--- config.mk ---
export PLATFORM = sky130hd
export DESIGN_NAME = div4_stream_ctrl
export DESIGN_NICKNAME = d
export VERILOG_FILES = /design/src/rtl/div4_stream_ctrl.sv
export SDC_FILE = /design/constraint.sdc
export NUM_CORES = 1
export LEC_CHECK = 0
export BUFFER_PORTS_ARGS = -buffer_cell sky130_fd_sc_hd__buf_2
export CORE_ASPECT_RATIO = 1.4
export CORE_MARGIN = 2
export CORE_UTILIZATION = 38
export DETAILED_ROUTE_END_ITERATION = 6
export HOLD_SLACK_MARGIN = 0.06
export PLACE_DENSITY = 0.59
export SLEW_MARGIN = 40
export SYNTH_ARGS = -nofsm -noshare
export SYNTH_HDL_FRONTEND = slang
export SYNTH_SLANG_ARGS = --single-unit
--- constraint.sdc ---
create_clock -name clk -period 3.4 [get_ports clk]
set_input_delay 0.34 -clock clk [delete_from_list [all_inputs] [get_ports clk]]
set_output_delay 0.34 -clock clk [all_outputs]
set_load 0.01 [all_outputs]
--- src/rtl/div4_stream_ctrl.sv ---
`default_nettype none
// ============================================================================
// Module   : div4_stream_ctrl
// Purpose  : Valid/ready streaming wrapper around a 4b/2b combinational divider
//            with a 4-entry operand FIFO, issue and output registers.
// Revision : 1.0 - initial release
// ============================================================================
module div4_stream_ctrl #(
    parameter int DEPTH = 4
) (
    input  logic       clk,
    input  logic       rst,
    input  logic       in_valid,
    output logic       in_ready,
    input  logic [3:0] in_a,
    input  logic [1:0] in_b,
    output logic [3:0] div_a,
    output logic [1:0] div_b,
    input  logic [3:0] div_q,
    input  logic [3:0] div_r,
    output logic       out_valid,
    input  logic       out_ready,
    output logic [3:0] out_q,
    output logic [3:0] out_r,
    output logic       out_dz,
    output logic [1:0] out_tag,
    output logic [7:0] dz_count
);

    localparam logic [2:0] c_full_count = 3'(DEPTH);

    logic [3:0] r_fifo_a   [4];
    logic [1:0] r_fifo_b   [4];
    logic [1:0] r_fifo_tag [4];
    logic [1:0] r_wr_ptr;
    logic [1:0] r_rd_ptr;
    logic [2:0] r_count;
    logic [1:0] r_seq;

    logic       r_s1_valid;
    logic [3:0] r_s1_a;
    logic [1:0] r_s1_b;
    logic [1:0] r_s1_tag;

    logic       r_s2_valid;
    logic [3:0] r_s2_q;
    logic [3:0] r_s2_r;
    logic       r_s2_dz;
    logic [1:0] r_s2_tag;
    logic [7:0] r_dz_count;

    logic w_accept;
    logic w_adv1;
    logic w_adv2;
    logic w_fifo_empty;
    logic w_pop;
    logic w_bypass;
    logic w_push;

    // in_ready depends on the FIFO count only, never on out_ready.
    assign in_ready     = (r_count != c_full_count);
    assign w_accept     = in_valid && in_ready;
    assign w_adv2       = !r_s2_valid || out_ready;
    assign w_adv1       = !r_s1_valid || w_adv2;
    assign w_fifo_empty = (r_count == 3'd0);
    assign w_pop        = w_adv1 && !w_fifo_empty;
    assign w_bypass     = w_adv1 && w_fifo_empty && w_accept;
    assign w_push       = w_accept && !w_bypass;

    always_ff @(posedge clk or posedge rst) begin
        if (rst) begin
            for (int i = 0; i < 4; i++) begin
                r_fifo_a[i]   <= 4'd0;
                r_fifo_b[i]   <= 2'd0;
                r_fifo_tag[i] <= 2'd0;
            end
            r_wr_ptr <= 2'd0;
            r_rd_ptr <= 2'd0;
            r_count  <= 3'd0;
            r_seq    <= 2'd0;
        end else begin
            if (w_accept) begin
                r_seq <= r_seq + 2'd1;
            end
            if (w_push) begin
                r_fifo_a[r_wr_ptr]   <= in_a;
                r_fifo_b[r_wr_ptr]   <= in_b;
                r_fifo_tag[r_wr_ptr] <= r_seq;
                r_wr_ptr             <= r_wr_ptr + 2'd1;
            end
            if (w_pop) begin
                r_rd_ptr <= r_rd_ptr + 2'd1;
            end
            if (w_push && !w_pop) begin
                r_count <= r_count + 3'd1;
            end else if (w_pop && !w_push) begin
                r_count <= r_count - 3'd1;
            end
        end
    end

    // Issue stage: FIFO head has priority; an empty FIFO lets the input bypass.
    always_ff @(posedge clk or posedge rst) begin
        if (rst) begin
            r_s1_valid <= 1'b0;
            r_s1_a     <= 4'd0;
            r_s1_b     <= 2'd0;
            r_s1_tag   <= 2'd0;
        end else if (w_adv1) begin
            if (w_pop) begin
                r_s1_valid <= 1'b1;
                r_s1_a     <= r_fifo_a[r_rd_ptr];
                r_s1_b     <= r_fifo_b[r_rd_ptr];
                r_s1_tag   <= r_fifo_tag[r_rd_ptr];
            end else if (w_bypass) begin
                r_s1_valid <= 1'b1;
                r_s1_a     <= in_a;
                r_s1_b     <= in_b;
                r_s1_tag   <= r_seq;
            end else begin
                r_s1_valid <= 1'b0;
            end
        end
    end

    // Output stage: a zero divisor forces a saturated quotient and passes a through.
    always_ff @(posedge clk or posedge rst) begin
        if (rst) begin
            r_s2_valid <= 1'b0;
            r_s2_q     <= 4'd0;
            r_s2_r     <= 4'd0;
            r_s2_dz    <= 1'b0;
            r_s2_tag   <= 2'd0;
        end else if (w_adv2) begin
            if (r_s1_valid) begin
                r_s2_valid <= 1'b1;
                r_s2_tag   <= r_s1_tag;
                if (r_s1_b == 2'd0) begin
                    r_s2_q  <= 4'hF;
                    r_s2_r  <= r_s1_a;
                    r_s2_dz <= 1'b1;
                end else begin
                    r_s2_q  <= div_q;
                    r_s2_r  <= div_r;
                    r_s2_dz <= 1'b0;
                end
            end else begin
                r_s2_valid <= 1'b0;
            end
        end
    end

    always_ff @(posedge clk or posedge rst) begin
        if (rst) begin
            r_dz_count <= 8'd0;
        end else if (r_s2_valid && out_ready && r_s2_dz) begin
            r_dz_count <= r_dz_count + 8'd1;
        end
    end

    assign div_a     = r_s1_a;
    assign div_b     = r_s1_b;
    assign out_valid = r_s2_valid;
    assign out_q     = r_s2_q;
    assign out_r     = r_s2_r;
    assign out_dz    = r_s2_dz;
    assign out_tag   = r_s2_tag;
    assign dz_count  = r_dz_count;

endmodule
`default_nettype wire

==> summary by stage <==
Die
The die is ~110 um tall. The die width is 81.5 um. The total area inside the core boundary comes to about 8100 um2. The die covers about 9200 um2. The effective utilization at floorplan is between 30% and 40%. The number of primary I/O pins is 45. The site row count is 39.

Global route
The layer flagged by global routing as most heavily used is met2. The met2 routing resource usage after global routing is between 20% and 30%. For this run, the total global-route usage over all layers was measured as ~15%. The met3 usage in global routing is ~3.9%. The global-route congestion overflow total is 0. The routing usage on met1 is about 18%. The global-route wire length before repair is 10200 um. The number of antenna violations at the first check in global routing came to 0. The number of global-route vias before repair is ~2000. The maximum number of pins on one net before global-route repair is 54.

Clock tree
The clock sink count is 70. TritonCTS built the clock tree. After clock tree synthesis, the clock-pin slew on the worst setup and hold paths is 60 ps. After clock tree synthesis, the repair step resized 0 gates. The clock passes through at most 2 buffers.

Clock latency on the worst-skew pair, taken at its later pin, is 340 ps. The number of setup buffers added after CTS is 0. After clock tree synthesis, the flow added hold-fix buffers numbering 1. CTS placed an instance of sky130_fd_sc_hd__clkbuf_16 at the clock tree root. The total number of H-tree levels is 3. Counting the buffers created by CTS gives 9.

Critical path
The maximum fanout count along the critical path is 14. The data arrival time of the critical path is ~2500 ps. The critical path in this run is classified as flip-flop to flip-flop.

For the worst setup path, the data required time is about 3700 ps. In this run the critical register-to-register path is launched from out_valid. The startpoint of the most critical setup path is out_valid. STA classifies the critical path endpoint as a flip-flop. STA classifies the critical path startpoint as a flip-flop.

Timing
The timing-limited maximum frequency is 443 MHz. The part of the cycle the worst path needs is 66.4%. Setup repair after global routing left no endpoint under its margin. The final total negative setup slack is 0 ps. The pin slew with the least headroom to its limit is approximately 730 ps.

The shortest clock period the worst path allows after layout is 2260 ps. The final hold violation count came to 0. Hold timing on the final database bottoms out at a slack of approximately 270 ps. The tightest slew margin relative to the limit is around half.

The final count of negative-setup-slack endpoints is 0. The number of pins exceeding their max-slew limit in the final report is 0. The worst clock skew is between 7 and 8 ps. The final worst setup slack is roughly 1100 ps.

Finish
The number of antenna cells inserted is 0. In the final layout, the multi-input gates occupy ~1400 um2. Registers take between 1500 and 2000 um2.

The number of nets in the layout is approximately 320. The post-route netlist has between 30% and 40% of its cells at a drive strength greater than 1. Relative to the synthesized area, the layout overhead comes to 21.8%. The final non-filler cell area is around 4000 um2.

The number of inserted filler cells in the final layout is ~740. The non-filler instance count after layout is around 400.

Route
The first detailed-routing pass took 4 iterations. The detail route stage leaves a number of antenna-violating nets equal to 0. The average detailed-routed wire length per instance is between 15 and 20 um. After detailed routing, the number of remaining DRC violations is 0. Detailed routing inserted a total of roughly 2000 vias. Summed over all layers, the routed wires come to 6160 um. The count of routing violations after the opening detailed-route iteration is 124.

The average via count per standard cell is between 4 and 5.

Synthesis
The proportion of synthesized chip area in sequential cells is a little over half. After synthesis, the netlist uses 33 different library cells. Yosys printed 0 warnings. Synthesis produced ~240 cells. In this run the cell area of the synthesized design comes to around 3200 um2. The net count after synthesis is around 270.

The synthesized design contains 70 register bits. A synthesized cell averages about 13 um2.

Place
The post-detailed-placement half-perimeter wirelength is roughly 4300 um. At the end of routability-driven placement, the weighted congestion stood at just under 0.8. Once placement completed, the tool counted placed cells totaling between 300 and 400. The port buffer count is 44.

The worst setup slack before clock tree synthesis is between 1000 and 1500 ps. The post-detailed-placement cell area is roughly 3500 um2.

Min path
The startpoint of the worst hold path is div_q[1]. The min-delay analysis places its worst path in the category input pin to flip-flop.

Power
Power spread over the standard cell area amounts to roughly 1000 nW/um2. The worst voltage drop across the vdd grid is between 0.4 and 0.5 mV. In this run the static leakage power is ~1.8 nW.

Run
The tool flagged a number of max-cap violations equal to 0.

Outcome
The run finished with clean final reports.
## cell usage after synthesis (all sizes together)
| cell | number | area, um2 |
|---|---|---|
| nand4 | 2 | 12.5 |
| nand2 | 22 | 113 |
| nor3 | 2 | 15.0 |
| a221oi | 1 | 8.76 |
| nand2b | 3 | 18.8 |
| a31oi | 1 | 6.26 |
| nor2 | 18 | 67.6 |
| dfrtp | 70 | 1750 |
| mux4 | 8 | 180 |
| o21ai | 10 | 50.1 |
| buf | 3 | 15.0 |
| mux2i | 4 | 40.0 |
| xor2 | 5 | 43.8 |
| mux2 | 37 | 458 |
| inv | 8 | 30.0 |
| xnor2 | 10 | 87.6 |
| nor3b | 1 | 12.5 |
| a31o | 1 | 8.76 |
| o31ai | 2 | 28.8 |
| nand3 | 4 | 20.0 |
| nor4 | 2 | 12.5 |
| and3b | 1 | 8.76 |
| a21oi | 9 | 45.0 |
| ha | 5 | 62.6 |
| nand3b | 1 | 7.51 |
| o22a | 1 | 8.76 |
| o22ai | 8 | 50.1 |
| clkbuf | 4 | 15.0 |
| fa | 1 | 20.0 |
## cells by family after synthesis
family | share of synthesized area, %
adders and majority gates | 2.58
muxes | 21.2
AOI/OAI and AO/OA | 6.46
buffers and inverters | 1.88
xor gates and xnor gates | 4.11
and+or+nand+nor | 9.00
DFF | 54.8
## final timing paths
path / to / slack, ps / cells past startpoint
min: out_q[1] / 270 / 3
max: r_count[1] / 1140 / 7
min reg2reg: dz_count[7] / 470 / 1
max reg2reg: r_count[1] / 1140 / 7
max in group asynchronous: r_fifo_a[12] / 1870 / 4
min in group asynchronous: dz_count[6] / 520 / 3
## worst max-delay path, stage by stage (launching register included)
cell and delay (ps):
sky130_fd_sc_hd__dfrtp_1 440, sky130_fd_sc_hd__nand3b_1 460, sky130_fd_sc_hd__nor2_1 290, sky130_fd_sc_hd__fa_1 440, sky130_fd_sc_hd__inv_1 90, sky130_fd_sc_hd__o31ai_1 80
sky130_fd_sc_hd__a221oi_1 220, sky130_fd_sc_hd__o22a_1 180
## area by class of cell
class | count | share of cell area [%]
multi-input cells | 159 | 35.6
clock inverters | 6 | 3.44
clock buffers | 10 | 5.88
inverters | 8 | 0.771
flip-flops and latches | 70 | 45.0
repair buffers | 46 | 6.10
well taps | 102 | 3.28
## through the flow
| stage | util (%) | power [W] |
|---|---|---|
| floorplan | - | 0.00258 |
| global placement | 43.2 | 0.00291 |
| detailed placement | 43.2 | 0.00295 |
| CTS | 47.8 | 0.00411 |
| global route | 47.8 | 0.00433 |
| finish | 47.8 | 0.00406 |
## state kept, by name, indices dropped and copies added (netlist names), 3 cells and up
name and count:
r_fifo_a 16, out_q 4, dz_count 8, out_r 4
r_fifo_tag 8, div_a 4, r_count 3, r_fifo_b 8
## report_power, final
group / internal [W] / switching [W]
Combinational: 0.000780 / 0.000584
Sequential: 0.00122 / 0.000333
Clock: 0.000790 / 0.000347
Total: 0.00280 / 0.00126
## per-layer routing
metal | vias up | share of wire, %
met4 | 0 | 2.7
met2 | 41 | 48
li1 | 968 | -
met5 | - | 0
met3 | 12 | 4.4
met1 | 976 | 45
## cells in the final DEF, fill, tap and decap left out, types with 3 or more instances in the layout
cell                        count
sky130_fd_sc_hd__nand2b_1       3
sky130_fd_sc_hd__xnor2_1       10
sky130_fd_sc_hd__clkbuf_16      9
sky130_fd_sc_hd__o22ai_1        8
sky130_fd_sc_hd__nand3_1        4
sky130_fd_sc_hd__nand2_4        4
sky130_fd_sc_hd__mux4_2         8
sky130_fd_sc_hd__xor2_1         5
sky130_fd_sc_hd__ha_1           5
sky130_fd_sc_hd__dfrtp_1       70
sky130_fd_sc_hd__a21oi_1        9
sky130_fd_sc_hd__o21ai_0       10
sky130_fd_sc_hd__bufinv_16      4
sky130_fd_sc_hd__nand2_1       18
sky130_fd_sc_hd__mux2i_1        4
sky130_fd_sc_hd__mux2_2        26
sky130_fd_sc_hd__mux2_4        11
sky130_fd_sc_hd__nor2_1        18
sky130_fd_sc_hd__buf_2         44
sky130_fd_sc_hd__inv_1          7
Note: power is estimated with default switching activity, not from simulation.
